**src/rtl/kiwi_pkg.sv**
```systemverilog
// Shared definitions for the fetch0 stage: opcode constants used by the
// predecoder and the state encoding of the redirect FSM.
package kiwi_pkg;

    localparam logic [6:0] OP_BRANCH = 7'b1100011;
    localparam logic [6:0] OP_JAL    = 7'b1101111;
    localparam logic [6:0] OP_JALR   = 7'b1100111;

    typedef enum logic {
        ST_RUN   = 1'b0,
        ST_REDIR = 1'b1
    } f0_state_t;

endpackage

```
**src/rtl/fetch0_stage_if.sv**
```systemverilog
// Bundle between the instruction queue, the fetch0 stage, decode and the
// PC generator. The slave side is the fetch0 stage itself; the master side
// is whatever feeds it and consumes its outputs.
interface fetch0_stage_if #(
    parameter int PC_W   = 64,
    parameter int INST_W = 32
);

    logic                     iq0_vld_i;
    logic                     iq1_vld_i;
    logic [PC_W-1:0]          iq0_pc_i;
    logic [PC_W-1:0]          iq1_pc_i;
    logic [INST_W-1:0]        iq0_inst_i;
    logic [INST_W-1:0]        iq1_inst_i;
    logic                     stall_iq_o;
    logic                     flush_iq_o;

    logic                     stall_i;
    logic                     flush_i;

    logic [1:0]               f0_vld_o;
    logic [1:0][PC_W-1:0]     f0_pc_o;
    logic [1:0][INST_W-1:0]   f0_inst_o;
    logic [1:0]               f0_is_br_o;
    logic [1:0]               f0_is_jal_o;
    logic [1:0]               f0_is_jalr_o;

    logic                     redirect_vld_o;
    logic [PC_W-1:0]          redirect_pc_o;

    modport master (
        output iq0_vld_i, iq1_vld_i, iq0_pc_i, iq1_pc_i, iq0_inst_i, iq1_inst_i,
        output stall_i, flush_i,
        input  stall_iq_o, flush_iq_o,
        input  f0_vld_o, f0_pc_o, f0_inst_o, f0_is_br_o, f0_is_jal_o, f0_is_jalr_o,
        input  redirect_vld_o, redirect_pc_o
    );

    modport slave (
        input  iq0_vld_i, iq1_vld_i, iq0_pc_i, iq1_pc_i, iq0_inst_i, iq1_inst_i,
        input  stall_i, flush_i,
        output stall_iq_o, flush_iq_o,
        output f0_vld_o, f0_pc_o, f0_inst_o, f0_is_br_o, f0_is_jal_o, f0_is_jalr_o,
        output redirect_vld_o, redirect_pc_o
    );

endinterface

```
**src/rtl/fetch0_predecode.sv**
```systemverilog
// Combinational predecoder for one fetch slot: classifies control-flow
// opcodes and computes the JAL target so fetch can redirect early.
module fetch0_predecode
    import kiwi_pkg::*;
#(
    parameter int PC_W   = 64,
    parameter int INST_W = 32
) (
    input  logic              vld,
    input  logic [PC_W-1:0]   pc,
    input  logic [INST_W-1:0] inst,
    output logic              is_br,
    output logic              is_jal,
    output logic              is_jalr,
    output logic [PC_W-1:0]   jal_target
);

    logic [6:0]  opcode;
    logic [20:0] jal_imm;
    logic        unused_rd;

    assign opcode    = inst[6:0];
    assign unused_rd = ^inst[11:7];

    // Classify the opcode; a flag only means something for a valid slot.
    always_comb begin
        is_br   = vld && (opcode == OP_BRANCH);
        is_jal  = vld && (opcode == OP_JAL);
        is_jalr = vld && (opcode == OP_JALR);
    end

    // J-type immediate reassembled, sign-extended and added to the slot PC.
    always_comb begin
        jal_imm    = {inst[31], inst[19:12], inst[20], inst[30:21], 1'b0};
        jal_target = pc + {{(PC_W-21){jal_imm[20]}}, jal_imm};
    end

endmodule

```
**src/rtl/fetch0_stage.sv**
```systemverilog
// Fetch stage 0: takes instruction pairs from the instruction queue,
// registers them towards decode with predecode flags, and turns a JAL into
// a one-cycle redirect towards the PC generator plus a queue invalidate.
module fetch0_stage
    import kiwi_pkg::*;
#(
    parameter int PC_W   = 64,
    parameter int INST_W = 32
) (
    input  logic          clk,
    input  logic          rst_n,
    fetch0_stage_if.slave bus
);

    f0_state_t              state;
    logic [1:0]             vld_q;
    logic [1:0]             br_q;
    logic [1:0]             jal_q;
    logic [1:0]             jalr_q;
    logic                   redir_q;
    logic                   flush_iq_q;
    logic [1:0][PC_W-1:0]   pc_q;
    logic [1:0][INST_W-1:0] inst_q;
    logic [PC_W-1:0]        redirect_pc_q;

    logic [1:0]             pd_br;
    logic [1:0]             pd_jal;
    logic [1:0]             pd_jalr;
    logic [PC_W-1:0]        tgt0;
    logic [PC_W-1:0]        tgt1;
    logic                   stall_iq;
    logic                   accept;
    logic                   jal0;
    logic                   jal1;
    logic                   take_jal;
    logic [1:0]             keep;

    fetch0_predecode #(.PC_W(PC_W), .INST_W(INST_W)) u_pd0 (
        .vld        (bus.iq0_vld_i),
        .pc         (bus.iq0_pc_i),
        .inst       (bus.iq0_inst_i),
        .is_br      (pd_br[0]),
        .is_jal     (pd_jal[0]),
        .is_jalr    (pd_jalr[0]),
        .jal_target (tgt0)
    );

    fetch0_predecode #(.PC_W(PC_W), .INST_W(INST_W)) u_pd1 (
        .vld        (bus.iq1_vld_i),
        .pc         (bus.iq1_pc_i),
        .inst       (bus.iq1_inst_i),
        .is_br      (pd_br[1]),
        .is_jal     (pd_jal[1]),
        .is_jalr    (pd_jalr[1]),
        .jal_target (tgt1)
    );

    // Accept decision: the queue is held while decode stalls or while a
    // redirect is in flight; a slot0 JAL kills slot1 and wins the redirect.
    always_comb begin
        stall_iq = bus.stall_i || flush_iq_q || (state == ST_REDIR);
        accept   = bus.iq0_vld_i && bus.iq1_vld_i && !stall_iq && !bus.flush_i;
        jal0     = accept && pd_jal[0];
        jal1     = accept && pd_jal[1];
        take_jal = jal0 || jal1;
        keep     = {!jal0, 1'b1};
    end

    // Redirect FSM with registered valids, flags and one-cycle redirect pulse;
    // a backend flush beats everything, including a same-cycle JAL.
    always_ff @(posedge clk or negedge rst_n) begin
        if (!rst_n) begin
            state      <= ST_RUN;
            vld_q      <= 2'b00;
            br_q       <= 2'b00;
            jal_q      <= 2'b00;
            jalr_q     <= 2'b00;
            redir_q    <= 1'b0;
            flush_iq_q <= 1'b0;
        end else if (bus.flush_i) begin
            state      <= ST_RUN;
            vld_q      <= 2'b00;
            br_q       <= 2'b00;
            jal_q      <= 2'b00;
            jalr_q     <= 2'b00;
            redir_q    <= 1'b0;
            flush_iq_q <= 1'b0;
        end else if (accept) begin
            state      <= take_jal ? ST_REDIR : ST_RUN;
            vld_q      <= keep;
            br_q       <= pd_br & keep;
            jal_q      <= pd_jal & keep;
            jalr_q     <= pd_jalr & keep;
            redir_q    <= take_jal;
            flush_iq_q <= take_jal;
        end else begin
            state      <= ST_RUN;
            redir_q    <= 1'b0;
            flush_iq_q <= 1'b0;
            if (!bus.stall_i) begin
                vld_q  <= 2'b00;
                br_q   <= 2'b00;
                jal_q  <= 2'b00;
                jalr_q <= 2'b00;
            end
        end
    end

    // Slot payload and redirect target are only captured on accept, so they
    // need no reset and simply hold through decode stalls.
    always_ff @(posedge clk) begin
        if (accept) begin
            pc_q[0]   <= bus.iq0_pc_i;
            pc_q[1]   <= bus.iq1_pc_i;
            inst_q[0] <= bus.iq0_inst_i;
            inst_q[1] <= bus.iq1_inst_i;
            if (take_jal) begin
                redirect_pc_q <= jal0 ? tgt0 : tgt1;
            end
        end
    end

    assign bus.stall_iq_o     = stall_iq;
    assign bus.flush_iq_o     = flush_iq_q;
    assign bus.f0_vld_o       = vld_q;
    assign bus.f0_pc_o        = pc_q;
    assign bus.f0_inst_o      = inst_q;
    assign bus.f0_is_br_o     = br_q;
    assign bus.f0_is_jal_o    = jal_q;
    assign bus.f0_is_jalr_o   = jalr_q;
    assign bus.redirect_vld_o = redir_q;
    assign bus.redirect_pc_o  = redirect_pc_q;

endmodule

```
**src/flat_wrapper.sv**
```systemverilog
// flat-port wrapper written by rule: the top's interface ports become plain ports
module fetch0_stage_flat import kiwi_pkg::*;
#(
    parameter int PC_W   = 64,
    parameter int INST_W = 32
)
  (clk, rst_n, bus_iq0_vld_i, bus_iq1_vld_i, bus_iq0_pc_i, bus_iq1_pc_i, bus_iq0_inst_i, bus_iq1_inst_i, bus_stall_i, bus_flush_i, bus_stall_iq_o, bus_flush_iq_o, bus_f0_vld_o, bus_f0_pc_o, bus_f0_inst_o, bus_f0_is_br_o, bus_f0_is_jal_o, bus_f0_is_jalr_o, bus_redirect_vld_o, bus_redirect_pc_o);
  fetch0_stage_if #(.PC_W(PC_W), .INST_W(INST_W)) bus_i ();
  input  logic clk;
  input  logic rst_n;
  input wire logic [$bits(bus_i.iq0_vld_i)-1:0] bus_iq0_vld_i;
  input wire logic [$bits(bus_i.iq1_vld_i)-1:0] bus_iq1_vld_i;
  input wire logic [$bits(bus_i.iq0_pc_i)-1:0] bus_iq0_pc_i;
  input wire logic [$bits(bus_i.iq1_pc_i)-1:0] bus_iq1_pc_i;
  input wire logic [$bits(bus_i.iq0_inst_i)-1:0] bus_iq0_inst_i;
  input wire logic [$bits(bus_i.iq1_inst_i)-1:0] bus_iq1_inst_i;
  input wire logic [$bits(bus_i.stall_i)-1:0] bus_stall_i;
  input wire logic [$bits(bus_i.flush_i)-1:0] bus_flush_i;
  output wire logic [$bits(bus_i.stall_iq_o)-1:0] bus_stall_iq_o;
  output wire logic [$bits(bus_i.flush_iq_o)-1:0] bus_flush_iq_o;
  output wire logic [$bits(bus_i.f0_vld_o)-1:0] bus_f0_vld_o;
  output wire logic [$bits(bus_i.f0_pc_o)-1:0] bus_f0_pc_o;
  output wire logic [$bits(bus_i.f0_inst_o)-1:0] bus_f0_inst_o;
  output wire logic [$bits(bus_i.f0_is_br_o)-1:0] bus_f0_is_br_o;
  output wire logic [$bits(bus_i.f0_is_jal_o)-1:0] bus_f0_is_jal_o;
  output wire logic [$bits(bus_i.f0_is_jalr_o)-1:0] bus_f0_is_jalr_o;
  output wire logic [$bits(bus_i.redirect_vld_o)-1:0] bus_redirect_vld_o;
  output wire logic [$bits(bus_i.redirect_pc_o)-1:0] bus_redirect_pc_o;
  assign bus_i.iq0_vld_i = bus_iq0_vld_i;
  assign bus_i.iq1_vld_i = bus_iq1_vld_i;
  assign bus_i.iq0_pc_i = bus_iq0_pc_i;
  assign bus_i.iq1_pc_i = bus_iq1_pc_i;
  assign bus_i.iq0_inst_i = bus_iq0_inst_i;
  assign bus_i.iq1_inst_i = bus_iq1_inst_i;
  assign bus_i.stall_i = bus_stall_i;
  assign bus_i.flush_i = bus_flush_i;
  assign bus_stall_iq_o = bus_i.stall_iq_o;
  assign bus_flush_iq_o = bus_i.flush_iq_o;
  assign bus_f0_vld_o = bus_i.f0_vld_o;
  assign bus_f0_pc_o = bus_i.f0_pc_o;
  assign bus_f0_inst_o = bus_i.f0_inst_o;
  assign bus_f0_is_br_o = bus_i.f0_is_br_o;
  assign bus_f0_is_jal_o = bus_i.f0_is_jal_o;
  assign bus_f0_is_jalr_o = bus_i.f0_is_jalr_o;
  assign bus_redirect_vld_o = bus_i.redirect_vld_o;
  assign bus_redirect_pc_o = bus_i.redirect_pc_o;
  fetch0_stage #(.PC_W(PC_W), .INST_W(INST_W)) u_core (.clk(clk), .rst_n(rst_n), .bus(bus_i));
endmodule
```
**config.mk**
```make
export PLATFORM = sky130hd
export DESIGN_NAME = fetch0_stage_flat
export DESIGN_NICKNAME = d
export VERILOG_FILES = /design/src/rtl/kiwi_pkg.sv /design/src/rtl/fetch0_stage_if.sv /design/src/rtl/fetch0_predecode.sv /design/src/rtl/fetch0_stage.sv /design/src/flat_wrapper.sv
export SDC_FILE = /design/constraint.sdc
export NUM_CORES = 1
export LEC_CHECK = 0
export CAP_MARGIN = 25
export CELL_PAD_IN_SITES_DETAIL_PLACEMENT = 0
export CELL_PAD_IN_SITES_GLOBAL_PLACEMENT = 1
export CORE_MARGIN = 10
export CORE_UTILIZATION = 25
export CTS_BUF_LIST = sky130_fd_sc_hd__clkbuf_8
export DETAILED_ROUTE_END_ITERATION = 6
export PLACE_DENSITY = 0.61
export SLEW_MARGIN = 10
export SYNTH_ARGS = -nofsm -noshare
export SYNTH_HDL_FRONTEND = slang
export SYNTH_SLANG_ARGS = --single-unit
```
**constraint.sdc**
```tcl
create_clock -name clk -period 6.6 [get_ports clk]
set_input_delay 0.66 -clock clk [delete_from_list [all_inputs] [get_ports clk]]
set_output_delay 0.66 -clock clk [all_outputs]
set_load 0.02 [all_outputs]
```
Yosys cells after proc, flatten, opt, wreduce, memory -nomap -nowiden:

Cells that the tools add are included.
Widths: inputs -> output; s select.

* flip-flop bits (word level): 266
* latch bits: 0
* bits in writable memories: 0
* bits in read-only memories: 0
* bits of input ports: 198
* output and inout bits: 267
* memories kept: 0

* $add $sub $neg: 2
* multiply operators: 0
* div/mod/pow operators: 0
* order comparisons: 0
* equality and inequality tests: 7
* shift-type cells: 0
* multiplexer cells: 15
* bitwise logic cells: 3
* reduce and logical (&&, ||, !) cells: 18

Operators by type and width (count)
* $add 64x64->64: 2
* $mux 64: 1
* $eq 7x7->1 const B: 6
* $mux 2: 9
* $logic_and 1x1->1: 11
* $and 2x2->2: 3
* $mux 1: 5
* $logic_not 1->1: 3
* $logic_or 1x1->1: 3
* $ne 3x1->1 const B: 1
* $reduce_and 2->1: 1

Longest topological paths before layout:

* word-level depth: 10
* mapped depth: 13
* depth with buffers taken out: 13

Modules after synthesis:

From an unflattened synthesis, not the netlist that was laid out.

* cells, all modules: 1416
* area total of the unflattened synthesis: 16205.5 sq um

By module, submodules not included
* fetch0_stage: instances 1, cells each 356, area each 9027.4 sq um
* fetch0_predecode (u_core.u_pd0): instances 1, cells each 546, area each 3666.0 sq um
* fetch0_predecode (u_core.u_pd1): instances 1, cells each 514, area each 3512.1 sq um

Least setup slack after synthesis:

Ideal clock, no wire load.

* path kind: input-to-reg
* start: input bus_stall_i
* end: register u_core.redirect_pc_q[0], in the netlist u_core.bus.redirect_pc_o[0], enable pin
* setup time: 0.507 ns
* arrival: 4.604 ns
* data required time: 6.093 ns
* setup slack: 1.489 ns
* stages on the path: 4
* buffers on the path: 1
* cells stage by stage: or2_1 -> or3_1 -> clkbuf_1 -> a21oi_1

* word-level cells in the longest chain between the ends: 8

RTL lines
* start: declaration: line flat_wrapper.sv:17 `input wire logic [$bits(bus_i.stall_i)-1:0] bus_stall_i;`
* $logic_or 1x1->1 (*) (2 in series): line fetch0_stage.sv:61 `stall_iq = bus.stall_i || flush_iq_q || (state == ST_REDIR);`
* $logic_not 1->1 (*): line fetch0_stage.sv:62 `accept = bus.iq0_vld_i && bus.iq1_vld_i && !stall_iq && !bus.flush_i;`
* $logic_and 1x1->1 (*) (2 in series): line fetch0_stage.sv:62
* $logic_and 1x1->1, on equally long branches: line fetch0_stage.sv:63, fetch0_stage.sv:64
* $logic_or 1x1->1: line fetch0_stage.sv:65 `take_jal = jal0 || jal1;`
* $reduce_and 2->1 (no line) (*)
* end signal: assignment: line fetch0_stage.sv:118 `redirect_pc_q <= jal0 ? tgt0 : tgt1;`
* end: declaration: line fetch0_stage.sv:24 `logic [PC_W-1:0] redirect_pc_q;`

Mark *: on every way between the ends. The rest lies on a longest branch, timed or not.
A chain may end at the register's enable or synchronous reset.

Worst setup path in the final report:

* start: input bus_iq1_inst_i[31]
* end: register u_core.redirect_pc_q[62], in the netlist u_core.bus.redirect_pc_o[62] (data pin)

* word-level cells in the longest chain between the ends: 2

RTL lines
* start: declaration: line flat_wrapper.sv:16 `input wire logic [$bits(bus_i.iq1_inst_i)-1:0] bus_iq1_inst_i;`
* $add 64x64->64: line fetch0_predecode.sv:35 `jal_target = pc + {{(PC_W-21){jal_imm[20]}}, jal_imm};`
* $mux 64: line fetch0_stage.sv:118

Every way passes these cells.

==> impl_metrics.py <==
metrics = {
    "sta": {
        "grt_setup_unrepaired": "no",
        "fmax_mhz": 261,
        "final-setup-viol-count": 0,
        "fin_crit_sh": 0.580,
        "finClkSkew_ps": 22.0,
        "fin_crit_ps": 3830,
        "tns_ps": 0,
        "tightest_slew_ps": 919,
        "drv_slew": 0,
        "slew-limit-headroom": 0.387,
        "final-hold-violation-count": 0,
    },
    "synthesis": {
        "netlist_instances": 1577,
        "syn_nets": 1901,
        "synthArstFlopShare": 0.0340,
        "synth_ff_type": "edfxtp_1",
        "synth_warnings": 0,
        "syn_area_um2": 16400,
        "synth-edff-count": 256,
        "ys_types": 76,
        "ys_ff_latch": 265,
        "avgSynthCellArea_um2": 10.4,
        "seq_area_frac_synth": 0.483,
    },
    "floorplan": {
        "die_h_um": 276,
        "die-area_um2": 76200,
        "core-area_um2": 64700,
        "start_util": 0.253,
        "die_w_um": 276,
        "rows": 93,
        "ios": 465,
    },
    "finish": {
        "design_area_um2": 22900,
        "syn_to_final_growth_pct": 39.7,
        "layout-drive-gt1-share": 0.0565,
        "fill_cells": 6558,
        "fin_util": 0.354,
        "nets": 2355,
    },
    "global_route": {
        "track_usage": 0.159,
        "first_global_vias": 14200,
        "grt-ovfl-total": 0,
        "grt_antenna_before_repair": 1,
        "grt_pass1_wl_um": 92200,
        "grt_max_degree": 111,
    },
    "clocking": {
        "ctsHoldBuffers": 0,
        "cts_buffer_depth": 3,
        "cts_tree": "yes",
        "clock_sink_count": 265,
        "post-cts-setup-buffers": 0,
        "root_buffer": "clkbuf_8",
        "insertion_delay_ps": 630,
        "h-tree-depth": 2,
        "path_clk_slew_ps": 60,
        "cts_buffers": 50,
        "cts_resized": 0,
    },
    "pwr": {
        "total_power_mw": 4.81,
        "power_density_nw_per_um2": 210,
        "ir_worst_vdd_v": 0.000130,
        "p_leak_nw": 8.46,
    },
    "route": {
        "dr.max_layer_used": "met4",
        "drt-pass1-iter-count": 5,
        "drtAntennaViolNets": 0,
        "routedWlPerCell_um": 21.7,
        "routed_wl_um": 63600,
        "met2_length_um": 30900,
        "drc": 0,
        "vias": 14100,
        "m1WireLength_um": 27600,
        "viasPerCell": 4.81,
        "drt-initial-drc-count": 877,
        "wl_met3_um": 3900,
    },
    "place": {
        "dpl.hpwl_um": 51800,
        "place.gp.congestion": 0.865,
        "place_area_um2": 21900,
        "port_buffers": 464,
    },
    "worst_setup_path": {
        "cp.required_ps": 6990,
        "cp-start-kind": "input pin",
        "crit_type": "in2reg",
        "arrival_ps": 4210,
        "rr_startpoint": "u_core.bus.redirect_vld_o",
        "critPathMaxFanout": 24,
        "startpoint": "bus_iq1_inst_i[31]",
        "crit_path_end_kind": "flop",
    },
    "run": {
        "max-cap-violations": 0,
    },
    "hold_path": {
        "hp-class": "in2async",
    },
    "outcome": {
        "status": "finished, final reports clean",
    },
}
cells in the mapped netlist, types with 10 or more instances:
library cell / n / area, um^2
a211oi_1: 12 / 90.1
a21o_1: 56 / 420
a21oi_1: 176 / 881
a31oi_1: 15 / 93.8
and3_1: 12 / 75.1
buf_2: 20 / 100
clkbuf_1: 39 / 146
edfxtp_1: 256 / 7690
ha_1: 124 / 1550
inv_1: 44 / 165
nand2_1: 145 / 544
nand2b_1: 13 / 81.3
nand3_1: 41 / 205
nand4_1: 42 / 263
nor2_1: 113 / 424
nor2b_1: 12 / 75.1
nor3_1: 25 / 125
o211ai_1: 12 / 90.1
o21a_1: 14 / 105
o21ai_0: 68 / 340
o21ai_1: 31 / 155
o21bai_1: 33 / 248
o31ai_1: 10 / 75.1
or3_1: 14 / 87.6
xnor2_1: 59 / 517
xor2_1: 47 / 412
state kept, by name, summed over array words and instances (netlist names):
register / count
u_core.bus.f0_is_jal_o: 2
u_core.bus.f0_inst_o: 64
u_core.bus.redirect_vld_o: 1
u_core.bus.f0_pc_o: 128
u_core.bus.redirect_pc_o: 64
u_core.bus.f0_is_br_o: 2
u_core.bus.f0_vld_o: 2
u_core.bus.f0_is_jalr_o: 2
stage by stage:
stage / hold slack, ps / setup slack (ps) / instances
global route: 346 / 2460 / 2925
CTS: 290 / 2780 / 2924
detailed placement: 468 / 2090 / 2834
floorplan: 364 / 1490 / 1577
finish: 340 / 2770 / 2925
global placement: 465 / 2080 / 2834
path summary, 6_finish.rpt:
check / to / slack, ps / cells after the start
setup reg to reg: u_core.bus.redirect_pc_o[62] / 3330 / 8
max in group asynchronous: u_core.bus.f0_is_jalr_o[0] / 5950 / 1
min in group clk: u_core.bus.f0_is_br_o[1] / 480 / 2
hold reg to reg: u_core.bus.f0_is_br_o[1] / 480 / 2
hold / removal: u_core.bus.f0_is_jalr_o[1] / 340 / 1
setup / recovery: u_core.bus.redirect_pc_o[62] / 2770 / 13
power by group:
| part | total (mW) | switching [mW] | internal [mW] | leakage, nW |
|---|---|---|---|---|
| clock network | 1.66 | 0.760 | 0.899 | 0.545 |
| logic | 1.23 | 0.725 | 0.508 | 5.47 |
| registers | 1.92 | 0.00980 | 1.91 | 2.45 |
| total | 4.81 | 1.50 | 3.32 | 8.46 |
placed cells by master, fill, tap and decap left out, types with 47 or more instances in the layout:
cell               n
a21o_1            56
a21oi_1          175
clkbuf_8          53
clkdlybuf4s50_1  462
edfxtp_1         256
ha_1             124
inv_1             52
nand2_1          145
nor2_1           112
o21ai_0           68
xnor2_1           59
xor2_1            47
critical path: stages:
cell and delay [ps]:
buf_2 390, buf_4 380, ha_1 380, a21oi_1 230
o221ai_1 170, a21oi_1 220, o21ai_0 100, a2111oi_0 470
o21ai_1 100, a31oi_1 450, o21ai_1 170, xnor2_1 180
a211o_1 300
routing by layer:
metal	global-route usage	vias up
met5	0	-
met4	0.0385	0
met3	0.0342	67
met2	0.268	368
met1	0.206	6760
li1	-	6887
cells by family (layout without fill, tap and decap cells):
family                   after synthesis  in the layout  synth area share
AND/OR/NAND/NOR                      453            453             0.131
buffers and inverters                115            607            0.0288
XOR/XNOR                             106            106            0.0567
AO/OA/AOI/OAI                        503            503             0.198
multiplexers                           9              9           0.00550
flip-flops                           265            265             0.483
other                                  0              1                 0
adder cells (fa/ha/maj)              126            126            0.0972
area by class of cell:
type	instances	area, um^2	area share
antenna	1	2.50	0.000109
clock buffer	53	729	0.0319
clock inverter	37	270	0.0118
inverter	46	180	0.00788
multi-input combinational	1197	8010	0.350
sequential	265	7910	0.346
tap	855	1070	0.0468
timing repair buffer	471	4700	0.205
Note: power is estimated with default switching activity, not from simulation.
